[config.mk]
export PLATFORM = sky130hd
export DESIGN_NAME = snes_controller_reader_flat
export DESIGN_NICKNAME = d
export VERILOG_FILES = /design/src/rtl/snes_pkg.sv /design/src/rtl/snes_controller_reader_if.sv /design/src/rtl/counter.sv /design/src/rtl/snes_controller_reader.sv /design/src/flat_wrapper.sv
export SDC_FILE = /design/constraint.sdc
export NUM_CORES = 1
export LEC_CHECK = 0
export CORE_ASPECT_RATIO = 0.5
export CORE_MARGIN = 8
export CORE_UTILIZATION = 40
export DETAILED_ROUTE_END_ITERATION = 7
export PLACE_DENSITY = 0.62
export SETUP_SLACK_MARGIN = 0.5
export SLEW_MARGIN = 20
export SYNTH_ARGS = -nofsm -noshare
export SYNTH_HDL_FRONTEND = slang
export SYNTH_SLANG_ARGS = --single-unit
[constraint.sdc]
create_clock -name clk -period 6.25 [get_ports clk]
set_input_delay 0.9375 -clock clk [delete_from_list [all_inputs] [get_ports clk]]
set_output_delay 0.9375 -clock clk [all_outputs]
set_load 0.1 [all_outputs]
[src/rtl/snes_pkg.sv]
// Shared constants and FSM state type for the SNES pad reader.
package snes_pkg;
  localparam int BTN_B       = 0;
  localparam int BTN_Y       = 1;
  localparam int BTN_SEL     = 2;
  localparam int BTN_START   = 3;
  localparam int BTN_UP      = 4;
  localparam int BTN_DOWN    = 5;
  localparam int BTN_LEFT    = 6;
  localparam int BTN_RIGHT   = 7;
  localparam int BTN_A       = 8;
  localparam int BTN_X       = 9;
  localparam int BTN_L       = 10;
  localparam int BTN_R       = 11;
  localparam int NUM_BUTTONS = 12;
  localparam int FRAME_BITS  = 16;

  typedef enum logic [2:0] {
    ST_IDLE, ST_LATCH, ST_SETTLE, ST_CLK_LOW, ST_CLK_HIGH, ST_DONE
  } state_t;
endpackage

[src/rtl/snes_controller_reader_if.sv]
// Three-wire pad bus: reader drives latch/clock, pad drives serial data.
interface snes_controller_reader_if;
  logic ctrl_data;
  logic ctrl_latch;
  logic ctrl_clock;

  modport master (input ctrl_data, output ctrl_latch, output ctrl_clock);
  modport slave  (output ctrl_data, input ctrl_latch, input ctrl_clock);
endinterface

[src/rtl/counter.sv]
// Generic up/down counter with synchronous load (load wins over count).
module counter #(
  parameter int W = 8
) (
  input  logic         clk,
  input  logic         rst_l,
  input  logic         en,
  input  logic         load,
  input  logic         up,
  input  logic [W-1:0] d,
  output logic [W-1:0] q
);
  always_ff @(posedge clk or negedge rst_l) begin
    if (!rst_l)      q <= '0;
    else if (load)   q <= d;
    else if (en)     q <= up ? q + W'(1) : q - W'(1);
  end
endmodule

[src/rtl/snes_controller_reader.sv]
// Periodic SNES pad poller: latch, 16 clock pulses, frame check, atomic button update.
module snes_controller_reader
  import snes_pkg::*;
#(
  parameter int HALF_PERIOD  = 300,
  parameter int LATCH_CYCLES = 600,
  parameter int POLL_CYCLES  = 833_333
) (
  input  logic                   clk,
  input  logic                   rst_l,
  snes_controller_reader_if.master pad,
  output logic [NUM_BUTTONS-1:0] buttons,
  output logic                   buttons_valid,
  output logic                   ctrl_error
);
  localparam int POLL_W = $clog2(POLL_CYCLES);
  localparam int PH_MAX = (LATCH_CYCLES > HALF_PERIOD) ? LATCH_CYCLES : HALF_PERIOD;
  localparam int PH_W   = (PH_MAX > 1) ? $clog2(PH_MAX) : 1;
  localparam int BIT_W  = $clog2(FRAME_BITS);

  if (POLL_CYCLES <= LATCH_CYCLES + 33*HALF_PERIOD + 2) begin : g_bad_params
    $error("POLL_CYCLES too short to hold one full frame");
  end

  state_t                state, state_next;
  logic [1:0]            sync;
  logic                  data_s;
  logic [POLL_W-1:0]     poll_q;
  logic [PH_W-1:0]       phase_q, phase_end;
  logic [BIT_W-1:0]      bit_q, sample_idx;
  logic                  poll_wrap, phase_last, sample_en, bit_inc;
  logic [FRAME_BITS-1:0] shreg;
  logic                  latch_q, clock_q;

  always_ff @(posedge clk or negedge rst_l) begin
    if (!rst_l) sync <= 2'b11;
    else        sync <= {sync[0], pad.ctrl_data};
  end
  assign data_s = sync[1];

  assign poll_wrap  = (poll_q == POLL_W'(POLL_CYCLES - 1));
  assign phase_end  = (state == ST_LATCH) ? PH_W'(LATCH_CYCLES - 1) : PH_W'(HALF_PERIOD - 1);
  assign phase_last = (phase_q == phase_end);

  counter #(.W(POLL_W)) u_poll (
    .clk(clk), .rst_l(rst_l), .en(1'b1), .load(poll_wrap), .up(1'b1), .d('0), .q(poll_q)
  );
  counter #(.W(PH_W)) u_phase (
    .clk(clk), .rst_l(rst_l), .en(state != ST_IDLE), .load(state_next != state),
    .up(1'b1), .d('0), .q(phase_q)
  );
  counter #(.W(BIT_W)) u_bit (
    .clk(clk), .rst_l(rst_l), .en(bit_inc), .load(state == ST_IDLE),
    .up(1'b1), .d('0), .q(bit_q)
  );

  always_comb begin
    state_next = state;
    sample_en  = 1'b0;
    sample_idx = bit_q + BIT_W'(1);
    bit_inc    = 1'b0;
    unique case (state)
      ST_IDLE:     if (poll_wrap) state_next = ST_LATCH;
      ST_LATCH:    if (phase_last) state_next = ST_SETTLE;
      ST_SETTLE:   if (phase_last) begin
        sample_en  = 1'b1;
        sample_idx = '0;
        state_next = ST_CLK_LOW;
      end
      ST_CLK_LOW:  if (phase_last) state_next = ST_CLK_HIGH;
      ST_CLK_HIGH: if (phase_last) begin
        if (bit_q != BIT_W'(FRAME_BITS - 1)) begin
          sample_en  = 1'b1;
          bit_inc    = 1'b1;
          state_next = ST_CLK_LOW;
        end else begin
          state_next = ST_DONE;
        end
      end
      ST_DONE:     state_next = ST_IDLE;
      default:     state_next = ST_IDLE;
    endcase
  end

  // Pad outputs are registered from next-state so they never glitch on decode.
  always_ff @(posedge clk or negedge rst_l) begin
    if (!rst_l) begin
      state         <= ST_IDLE;
      shreg         <= '0;
      latch_q       <= 1'b0;
      clock_q       <= 1'b1;
      buttons       <= '0;
      buttons_valid <= 1'b0;
      ctrl_error    <= 1'b0;
    end else begin
      state         <= state_next;
      latch_q       <= (state_next == ST_LATCH);
      clock_q       <= (state_next != ST_CLK_LOW);
      buttons_valid <= 1'b0;
      if (sample_en) shreg[sample_idx] <= ~data_s;
      if (state == ST_DONE) begin
        // Real pads shift out 1s (unpressed) for the four unused bits.
        if (shreg[FRAME_BITS-1:NUM_BUTTONS] == '0) begin
          buttons       <= shreg[NUM_BUTTONS-1:0];
          buttons_valid <= 1'b1;
          ctrl_error    <= 1'b0;
        end else begin
          ctrl_error    <= 1'b1;
        end
      end
    end
  end

  assign pad.ctrl_latch = latch_q;
  assign pad.ctrl_clock = clock_q;
endmodule

[src/flat_wrapper.sv]
// flat-port wrapper written by rule: the top's interface ports become plain ports
module snes_controller_reader_flat import snes_pkg::*;
#(
  parameter int HALF_PERIOD  = 300,
  parameter int LATCH_CYCLES = 600,
  parameter int POLL_CYCLES  = 833_333
)
  (clk, rst_l, buttons, buttons_valid, ctrl_error, pad_ctrl_data, pad_ctrl_latch, pad_ctrl_clock);
  snes_controller_reader_if pad_i ();
  input  logic clk;
  input  logic rst_l;
  output logic [NUM_BUTTONS-1:0] buttons;
  output logic buttons_valid;
  output logic ctrl_error;
  input wire logic [$bits(pad_i.ctrl_data)-1:0] pad_ctrl_data;
  output wire logic [$bits(pad_i.ctrl_latch)-1:0] pad_ctrl_latch;
  output wire logic [$bits(pad_i.ctrl_clock)-1:0] pad_ctrl_clock;
  assign pad_i.ctrl_data = pad_ctrl_data;
  assign pad_ctrl_latch = pad_i.ctrl_latch;
  assign pad_ctrl_clock = pad_i.ctrl_clock;
  snes_controller_reader #(.HALF_PERIOD(HALF_PERIOD), .LATCH_CYCLES(LATCH_CYCLES), .POLL_CYCLES(POLL_CYCLES)) u_core (.clk(clk), .rst_l(rst_l), .pad(pad_i), .buttons(buttons), .buttons_valid(buttons_valid), .ctrl_error(ctrl_error));
endmodule
== Word-level counts from Yosys, hierarchy flattened ==
Cells that the tools add are included.
W data, S select, Z words.

* Flip-flop bits (word level): 71
* Input bits: 3
* Output and inout port bits: 16
* Word-level logic and storage cells: 61

* Add/subtract/negate cells: 3
* $lt $le $gt $ge: 2
* Eq/ne operators: 11
* Muxes and demuxes: 26
* Bitwise gates (word level): 1
* Reduce and logical (&&, ||, !) cells: 7

{| class="wikitable"
|+ Operators with widths
! kind !! count
|-
| $mux W10 || 3
|-
| $add A20 B1 Y20 const B || 1
|-
| $eq A20 B20 Y1 const B || 1
|-
| $mux W20 || 1
|-
| $mux W3 || 6
|-
| $bwmux W16 || 1
|-
| $mux W4 || 4
|-
| $pmux W3 S5 || 1
|-
| $add A10 B1 Y10 const B || 1
|-
| $eq A10 B10 Y1 || 1
|-
| $mux W1 || 8
|-
| $eq A3 B1 Y1 const B || 2
|-
| $eq A3 B2 Y1 const B || 2
|-
| $eq A3 B3 Y1 const B || 2
|-
| $lt A4 B5 Y1 const B || 1
|-
| $add A4 B1 Y4 const B || 1
|-
| $demux W1 S4 || 1
|-
| $ge A4 B1 Y1 const B || 1
|-
| $logic_not A4 Y1 || 1
|-
| $ne A4 B4 Y1 const B || 1
|-
| $reduce_bool A2 Y1 || 2
|-
| $logic_not A3 Y1 || 1
|-
| $ne A3 B2 Y1 const B || 1
|-
| $ne A3 B3 Y1 || 1
|-
| 5 further kinds || 5
|}

== Logic depth before layout (Yosys ltp) ==
* Depth after elaboration: 10
* Depth in mapped cells: 8
* Gate-level depth less buffers: 7

== Modules after synthesis ==
A second synthesis with hierarchy kept.

* Cells, all modules: 545
* Area, all modules: 4986.0 sq um

{| class="wikitable"
|+ By module, submodules not included
! module !! times used !! cells an instance !! area an instance (sq um) !! seq. area each (sq um)
|-
| snes_controller_reader || 1 || 197 || 1956.9 || 929.6
|-
| counter (u_core.u_poll) || 1 || 216 || 1819.2 || 500.5
|-
| counter (u_core.u_phase) || 1 || 100 || 898.4 || 250.2
|-
| counter (u_core.u_bit) || 1 || 32 || 311.5 || 100.1
|}

== Worst setup path after synthesis ==
No wires, ideal clock.

* Kind: flip-flop to flip-flop
* Start: register u_core.u_phase.q[2]
* End: register u_core.shreg[7]
* Setup time: 137 ps
* Data arrival time: 1884 ps
* Data required time: 6113 ps
* Setup slack: 4229 ps
* Cell stages (with the launch flop): 6
* Path buffers: 0
* Period minus slack after synthesis: 2021 ps
* Path through: dfrtp_1 -> or2_1 -> or3_4 -> a211o_1 -> or3b_1 -> mux2i_1

* Word-level cells in the longest chain between the ends: 8
* Elaborated cells between the ends (all ways): 12
* Those cells by class: order compare: 2; eq/ne: 1; mux: 8; reduce/logical: 1

{| class="wikitable"
|+ Ends and longest elaborated chain
! item !! RTL line !! RTL
|-
| from (decl) || counter.sv:11 || <nowiki>output logic [W-1:0] q</nowiki>
|-
| from (signal assigned) || counter.sv:16 || <nowiki>else if (en) q <= up ? q + W'(1) : q - W'(1);</nowiki>
|-
| $eq A10 B10 Y1 (*) || snes_controller_reader.sv:43 || <nowiki>assign phase_last = (phase_q == phase_end);</nowiki>
|-
| $mux W4 || snes_controller_reader.sv:65 || <nowiki>ST_SETTLE: if (phase_last) begin</nowiki>
|-
| $mux W4 || snes_controller_reader.sv:62 || <nowiki>unique case (state)</nowiki>
|-
| $lt A4 B5 Y1 (implied by the code) or $ge A4 B1 Y1 (tied branches) || snes_controller_reader.sv:100 || <nowiki>if (sample_en) shreg[sample_idx] <= ~data_s;</nowiki>
|-
| $logic_and A1 B1 Y1 (implied by the code) || snes_controller_reader.sv:100 ||
|-
| $mux W1 (implied by the code) || snes_controller_reader.sv:100 ||
|-
| $demux W1 S4 || n/a ||
|-
| $bwmux W16 || snes_controller_reader.sv:100 ||
|-
| to (signal, indexed assignment) || snes_controller_reader.sv:100 ||
|-
| to (decl) || snes_controller_reader.sv:32 || <nowiki>logic [FRAME_BITS-1:0] shreg;</nowiki>
|}

Every way passes the cells marked *; elsewhere a longest branch is shown, timed or not.
A chain may end at the register's enable or synchronous reset.

== Final worst setup path ==
* Start: register u_core.clock_q (netlist: u_core.pad.ctrl_clock)
* End: output pad_ctrl_clock

{| class="wikitable"
|+ RTL lines
! item !! RTL line !! RTL
|-
| from (decl) || snes_controller_reader.sv:33 || <nowiki>logic latch_q, clock_q;</nowiki>
|-
| from (signal assigned) || snes_controller_reader.sv:98 || <nowiki>clock_q <= (state_next != ST_CLK_LOW);</nowiki>
|-
| to (decl) || flat_wrapper.sv:17 || <nowiki>output wire logic [$bits(pad_i.ctrl_clock)-1:0] pad_ctrl_clock;</nowiki>
|}

No word-level cell between the ends.

==> flow_summary.ini <==
[synth]
syn_area_um2 = 3440
yosys_warnings = 0
avgSynthCellArea_um2 = 9.91
syn_inst = 347
ys_types = 54
ys_seq_area_share_pct = 51.8
async_flop_share_pct = 100
synth-seq-cells = 71
synthFlopType = dfrtp_1
synth.net_count = 354
synth-edff-count = 0

[cts]
cts_setup_buffers = 0
clockBufferDepth = 2
clk_latency_ns = 0.33
post_cts_resized = 0
clock-root-buffer = clkbuf_16
cts_sinks = 71
clkTransAtPathRegs_ns = 0.06
cts_tree = done
h-tree-depth = 3
cts_hold_repair.buffers = 0
cts_buffers = 9

[detailed_routing]
num_vias = 2558
drc = 0
drt-initial-drc-count = 185
wl_um = 6800
drtAntennaViolNets = 0
wl_per_cell_um = 13.9
viasPerCell = 5.24
firstDrtPassIters = 4

[critical_path]
cp_top_family = buffers and inverters
critPathArrivalTime_ns = 1.98
cp.required_ns = 5.31
slowest_delay_ns = 1.13
r2r_slack_ns = 3.45
path_cells = clkdlybuf4s50_1
crit_buf_inv = 1
crit_fanout = 1
slowest_stage = clkdlybuf4s50_1
reg2reg_depth = 5
end_kind = output pin
timing.rr.start = u_core.state[0]$_DFF_PN0_
startpoint_type = flop
timing.rr.end = u_core.shreg[0]$_DFFE_PN0P_
path_class = flop to output pin

[power]
powerDensity_nw_per_um2 = 262
p_leak_nw = 1.81
ir_worst_vdd_mv = 0.116

[layout]
n_antenna_cell = 0
regArea_um2 = 1780
nFillCells = 790
layout_commonest_cell = dfrtp_1
multi_input_area_um2 = 1530
syn_to_final_growth_pct = 18.7
final_cell_mix = dfrtp_1, nor2_1, nand2_1
final_nets = 373
final_core_util_pct = 47.8
drive_above_1_share_pct = 7.28

[floorplanning]
die_y_um = 81.5
pin_count = 19
die_width_um = 147
dieArea_um2 = 12000
row_count = 24
start_util_pct = 40.3
core-area_um2 = 8530

[sta]
fin_setup_tns_ns = 0
rsz0062_at_grt = false
period_minus_slack_ns = 2.92
fmaxAchievable_mhz = 343
drv_slew = 0
maxSlewHeadroom_pct = 30.5
worst_pin_slew_ns = 1.04
finalCritPeriodShare_pct = 46.7
whs_ns = 0.361
setup_viol = 0
hold_viol = 0
finClkSkew_ns = 0.00861

[placement]
place_hpwl_um = 4720
globalplace.congestion = 0.871
port_buffers = 18

[min_path]
hold_depth = 0
hold_class = flop to flop
hp-start = u_core.sync[0]$_DFF_PN1_
worst_hold_path.endpoint = u_core.sync[1]$_DFF_PN1_

[grt]
grt_util_all_layers_pct = 12.3
grt_max_degree = 72
grt_pass1_vias = 2552
grt_antenna_before_repair = 0
grt-ovfl-total = 0
grt_pass1_wl_um = 11900

[run]
maxCapViolCount = 0

[run_status]
status = complete, no violations
-- area by class of cell --
cell class / instances / share of cell area (%)
clock inverter: 5 / 2.55
tap: 117 / 3.59
clock buffer: 11 / 6.20
inverter: 23 / 2.12
timing repair buffer: 19 / 4.48
multi-input combinational: 242 / 37.4
sequential: 71 / 43.7
-- per-layer routing --
layer	up-vias	track usage, %	routed length [µm]
met2	48	21.0	3180
met5	-	0	0
met4	0	5.05	99
met3	10	4.40	318
met1	1245	14.1	3200
li1	1255	-	-
-- cell families after synthesis --
family	count (synthesis)	synth area share [%]
flip-flops	71	51.8
AO/OA/AOI/OAI	65	11.9
buffers and inverters	34	3.79
multiplexers	13	3.82
AND/OR/NAND/NOR	133	20.4
adder cells (fa/ha/maj)	4	1.46
XOR/XNOR	27	6.88
-- worst max-delay path by stage --
| stage | start | to | slack [ns] | cells past startpoint |
|---|---|---|---|---|
| 6_report | u_core.pad.ctrl_clock$_DFF_PN1_ | pad_ctrl_clock | 3.33 | 1 |
| 4_1_cts | u_core.pad.ctrl_clock$_DFF_PN1_ | pad_ctrl_clock | 3.31 | 1 |
| 3_3_place_gp | u_core.state[0]$_DFF_PN0_ | u_core.shreg[0]$_DFFE_PN0P_ | 3.62 | 5 |
| 3_5_place_dp | u_core.state[0]$_DFF_PN0_ | u_core.shreg[0]$_DFFE_PN0P_ | 3.48 | 5 |
| 2_1_floorplan | u_core.u_phase.q[2]$_DFFE_PN0P_ | u_core.shreg[7]$_DFFE_PN0P_ | 4.23 | 5 |
| 5_1_grt | u_core.state[0]$_DFF_PN0_ | u_core.shreg[0]$_DFFE_PN0P_ | 3.21 | 5 |
-- flip-flops by register name, summed over array words and instances, names as in the netlist --
register / count
u_core.u_bit.q: 4
u_core.pad.ctrl_latch: 1
u_core.shreg: 16
u_core.u_poll.q: 20
u_core.u_phase.q: 10
u_core.ctrl_error: 1
u_core.buttons_valid: 1
u_core.pad.ctrl_clock: 1
u_core.sync: 2
u_core.state: 3
u_core.buttons: 12
-- cells in the mapped netlist (6+ instances only) --
cell type | instances | share of area, %
inv_1 | 23 | 2.5
a31oi_1 | 6 | 1.1
nor3_1 | 10 | 1.5
mux2i_1 | 12 | 3.5
clkbuf_1 | 8 | 0.87
o21ai_0 | 18 | 2.6
nand4_1 | 8 | 1.5
nand2_1 | 26 | 2.8
dfrtp_1 | 68 | 50
xnor2_1 | 17 | 4.3
nor2_1 | 33 | 3.6
a21oi_1 | 19 | 2.8
xor2_1 | 10 | 2.5
nand3_1 | 17 | 2.5
-- power breakdown --
group / switching, mW / total (mW) / internal [mW]
clock: 0.184 / 0.595 / 0.411
combinational: 0.00867 / 0.0100 / 0.00137
sequential: 0.00169 / 0.463 / 0.461
total: 0.195 / 1.07 / 0.874
-- metrics by stage --
step / setup WS, ns / area [µm²] / instances / total power [mW]
2_1_floorplan: 4.23 / 3440 / 347 / 0.471
3_3_place_gp: 3.62 / 3720 / 472 / 0.481
3_5_place_dp: 3.48 / 3720 / 472 / 0.482
4_1_cts: 3.31 / 4080 / 488 / 1.08
5_1_grt: 3.21 / 4080 / 488 / 1.11
6_report: 3.33 / 4080 / 488 / 1.07
(Power assumes the default switching activity.)
